<file path="config.mk">
export PLATFORM = sky130hd
export DESIGN_NAME = reg_scan_reader
export DESIGN_NICKNAME = d
export VERILOG_FILES = /design/src/rtl/reg_scan_pkg.sv /design/src/rtl/reg_scan_csum.sv /design/src/rtl/reg_scan_reader.sv
export SDC_FILE = /design/constraint.sdc
export NUM_CORES = 1
export LEC_CHECK = 0
export BUFFER_PORTS_ARGS = -buffer_cell sky130_fd_sc_hd__buf_2
export CORE_MARGIN = 3
export CORE_UTILIZATION = 38
export CTS_CLUSTER_SIZE = 20
export DETAILED_ROUTE_END_ITERATION = 8
export PLACE_DENSITY = 0.7
export SLEW_MARGIN = 20
export SYNTH_ARGS = -nofsm -noshare
export SYNTH_HDL_FRONTEND = slang
export SYNTH_HIERARCHICAL = 1
export SYNTH_SLANG_ARGS = --single-unit
</file>
<file path="constraint.sdc">
create_clock -name clk -period 1.5 [get_ports clk]
set_input_delay 0 -clock clk [delete_from_list [all_inputs] [get_ports clk]]
set_output_delay 0 -clock clk [all_outputs]
set_load 0.03 [all_outputs]
</file>
<file path="src/rtl/reg_scan_pkg.sv">
// Shared state encoding and default sizing for the register scan reader.
package reg_scan_pkg;

  localparam int DEFAULT_NUM_REGS = 4;
  localparam int DEFAULT_DATA_W   = 32;

  typedef enum logic [1:0] {
    IDLE,
    SEL,
    SEND,
    DONE
  } scan_state_t;

endpackage

</file>
<file path="src/rtl/reg_scan_csum.sv">
// Modular-sum accumulator for the scan checksum.
// The module only exists when REG_SCAN_CHECKSUM_EN is defined.
`ifdef REG_SCAN_CHECKSUM_EN
module reg_scan_csum
  import reg_scan_pkg::*;
#(
  parameter int DATA_W = DEFAULT_DATA_W
) (
  input  logic              clk,
  input  logic              rst,
  input  logic              clear,
  input  logic              add_en,
  input  logic [DATA_W-1:0] add_data,
  output logic [DATA_W-1:0] sum
);

  // Clear wins over add; the sum wraps naturally at DATA_W bits.
  always_ff @(posedge clk or posedge rst) begin
    if (rst) begin
      sum <= '0;
    end else if (clear) begin
      sum <= '0;
    end else if (add_en) begin
      sum <= sum + add_data;
    end
  end

endmodule
`endif

</file>
<file path="src/rtl/reg_scan_reader.sv">
// Walks a register bank through a read mux and streams each word out with a valid/ready handshake.
// Optional checksum accumulator enabled by defining REG_SCAN_CHECKSUM_EN.
module reg_scan_reader
  import reg_scan_pkg::*;
#(
  parameter int NUM_REGS = DEFAULT_NUM_REGS,
  parameter int DATA_W   = DEFAULT_DATA_W
) (
  input  logic                        clk,
  input  logic                        rst,
  input  logic                        start,
  output logic [$clog2(NUM_REGS)-1:0] rd_sel,
  input  logic [DATA_W-1:0]           rd_data,
  output logic                        out_valid,
  input  logic                        out_ready,
  output logic [DATA_W-1:0]           out_data,
  output logic [$clog2(NUM_REGS)-1:0] out_idx,
  output logic                        busy,
  output logic                        done,
  output logic [DATA_W-1:0]           checksum
);

  localparam int               IDX_W    = $clog2(NUM_REGS);
  localparam logic [IDX_W-1:0] LAST_IDX = IDX_W'(NUM_REGS - 1);

  scan_state_t      state, state_next;
  logic [IDX_W-1:0] idx, idx_next;

  always_ff @(posedge clk or posedge rst) begin
    if (rst) begin
      state <= IDLE;
      idx   <= '0;
    end else begin
      state <= state_next;
      idx   <= idx_next;
    end
  end

  // idx only moves when entering SEL, so it doubles as the held read-mux select.
  always_comb begin
    state_next = state;
    idx_next   = idx;
    case (state)
      IDLE: begin
        if (start) begin
          idx_next   = '0;
          state_next = SEL;
        end
      end
      SEL: begin
        state_next = SEND;
      end
      SEND: begin
        if (out_ready) begin
          if (idx == LAST_IDX) begin
            state_next = DONE;
          end else begin
            idx_next   = idx + 1'b1;
            state_next = SEL;
          end
        end
      end
      DONE: begin
        state_next = IDLE;
      end
      default: begin
        state_next = IDLE;
      end
    endcase
  end

  always_ff @(posedge clk or posedge rst) begin
    if (rst) begin
      out_data <= '0;
      out_idx  <= '0;
    end else if (state == SEL) begin
      out_data <= rd_data;
      out_idx  <= idx;
    end
  end

  assign rd_sel    = idx;
  assign out_valid = (state == SEND);
  assign busy      = (state != IDLE);
  assign done      = (state == DONE);

`ifdef REG_SCAN_CHECKSUM_EN
  logic csum_clear;
  logic csum_add;

  assign csum_clear = (state == IDLE) && start;
  assign csum_add   = (state == SEND) && out_ready;

  reg_scan_csum #(
    .DATA_W (DATA_W)
  ) u_csum (
    .clk      (clk),
    .rst      (rst),
    .clear    (csum_clear),
    .add_en   (csum_add),
    .add_data (out_data),
    .sum      (checksum)
  );
`else
  assign checksum = '0;
`endif

endmodule
</file>
==> qor.txt <==
outcome = completed
# DRC = 0
final setup fails = 0
clk_skew = 0.00497 ns
Worst R2R Setup Slack = 0.06 ns
CTS resizes = 0
chip width = 76.8 um
Inst Count DP = 268
minimum clock period = 1.44 ns
Site Rows = 25
First-pass DRT Iterations = 4
Max Cap Viol = 0
smallest hold slack = 0.000420 ns
Post-CTS Hold Buffers = 34
mean post-synth cell area = 14.9 um^2
worst-path fanout max = 5
Starting Density = 0.398
critical path's slowest cell = dfrtp_2
Layout Cells excl Fill = 309
initial antenna violation count = 0
initial drt markers = 15
Distinct cells, synth = 19
largest net degree at the start of global routing = 39
core area = 4790 um^2
first-pass GRT wire length = 6420 um
most common cell after layout, fill and taps aside = buf_2
vias per std cell = 4.04
worst endpoint data arrival time = 1.61 ns
critical path's largest stage delay = 0.43 ns
most frequent cells in the layout = buf_2, dfrtp_1, dlygate4sd3_1
crit-path cells = ha_2 -> nor2b_2 -> mux2_2 -> a22o_1
Synth Warn # = 6
CP startpoint kind = register
Final Hold Fails = 0
Setup TNS Final = 0 ns
Seq/Total Area, Yosys = 0.499
Yosys reg bits = 38
P_leak = 1.44 nW
Worst-path clk slew = 0.07 ns
Root Buffer = clkbuf_8
Sink Count = 38
total congestion overflow = 0
Power Total = 5.96 mW
pre-CTS setup slack = 0.0608 ns
Cells after Synth = 128
Avg WL per Cell = 12.8 um
Buffers on Ports = 74
Skew-Pair Late Insertion Delay = 0.28 ns
Fill cells = 394
vias in the first global route = 1284
overall routing resource usage = 0.140
fin crit share = 0.963
hpwl dp = 2530 um
CP Capture Type = register
CTS tree = built
Slew Limit Fails = 0
net total in the final layout = 279
Worst VDD drop = 0.773 mV
PwrDens = 2230 nW/um^2
synthesized cell area = 1900 um^2
H-tree depth = 2
final WL = 3960 um
Peak Freq = 0.692 GHz
Routability Congestion = 0.737
die area = 5900 um^2
setup ws final = 0.0552 ns
Num CTS Buffers = 5
Area growth syn-to-layout = 40.5%
RSZ-0062 raised after global routing = no
I/O pin count = 107
hold crit path type = in -> reg
postcts setup bufs = 0
via count = 1248
Crit Path Category = reg -> reg
worst-case clock buffer depth = 2
# diodes = 0
share of layout cells above drive strength 1 = 0.529
Die Y = 76.8 um
Critical Path RT = 1.67 ns
antenna viol nets, final = 0
[per-layer routing]
layer | track usage | wire (um) | vias to the layer above
li1 | - | - | 589
met1 | 0.163 | 1620 | 589
met2 | 0.247 | 2010 | 65
met3 | 0.0411 | 277 | 5
met4 | 0.0435 | 43 | 0
met5 | 0 | 0 | -
[Yosys cell counts]
library cell / instances / share of area
nand2b_1: 1 / 0.0033
nand2b_4: 1 / 0.0072
mux2_2: 7 / 0.041
conb_1: 1 / 0.0020
buf_4: 32 / 0.13
a22o_1: 2 / 0.0092
dfrtp_1: 38 / 0.50
and2_1: 1 / 0.0033
buf_6: 2 / 0.012
o21bai_1: 1 / 0.0039
mux2i_1: 1 / 0.0053
buf_12: 3 / 0.032
or2_2: 1 / 0.0033
mux2_4: 29 / 0.23
o21ai_0: 1 / 0.0026
nor2_1: 2 / 0.0039
ha_1: 1 / 0.0066
nor2b_1: 2 / 0.0066
inv_1: 2 / 0.0039
[power by group]
group | internal (mW) | total [mW] | switching (mW)
Sequential | 1.54 | 1.83 | 0.287
Clock | 0.532 | 0.856 | 0.324
Combinational | 1.42 | 3.28 | 1.86
[final timing paths]
kind | startpoint | endpoint | cells after the start
worst max register to register | rd_sel[1] | rd_sel[0] | 4
worst min-delay path | out_ready | state[0] | 3
max in group asynchronous | rst | rd_sel[0] | 4
min in group asynchronous | rst | out_data[30] | 4
worst min register to register | out_data[17] | out_data[17] | 1
worst max-delay path | rd_sel[1] | rd_sel[0] | 4
[flip-flops by register name (all words and copies together), names as in the netlist]
name,flops
out_data,32
out_idx,2
rd_sel,2
state,2
[metrics by stage]
| step | utilization | cell area (um^2) |
|---|---|---|
| global route | 0.559 | 2680 |
| floorplan | - | 2030 |
| CTS | 0.559 | 2680 |
| detailed placement | 0.464 | 2220 |
| finish | 0.559 | 2680 |
| global placement | 0.464 | 2220 |
[critical path, delay by kind of cell (launching register included)]
kind,cells,cell delay [ns]
flops,1,0.43
mux,1,0.35
compound gates,1,0.22
fa+ha+maj,1,0.18
simple gates,1,0.16
[cell type report]
cell class              count  area (um^2)  share of cell area
multi-input cells          82          744               0.278
clock buffers               6         82.6              0.0309
inverters                   2         7.51             0.00281
well taps                  67         83.8              0.0313
repair buffers            113          773               0.289
clock inverters             1         30.0              0.0112
flip-flops and latches     38          953               0.356
[kinds of logic (layout without fill, tap and decap cells)]
logic type,Yosys count,count (layout),share of synthesized area
buffers and inverters,39,122,0.173
flip-flops,38,38,0.499
multiplexers,37,37,0.275
AND/OR/NAND/NOR,8,8,0.0276
AO/OA/AOI/OAI,4,4,0.0158
adder cells (fa/ha/maj),1,1,0.00657
other,1,32,0.00197
Power figures use the tool's default switching activity.
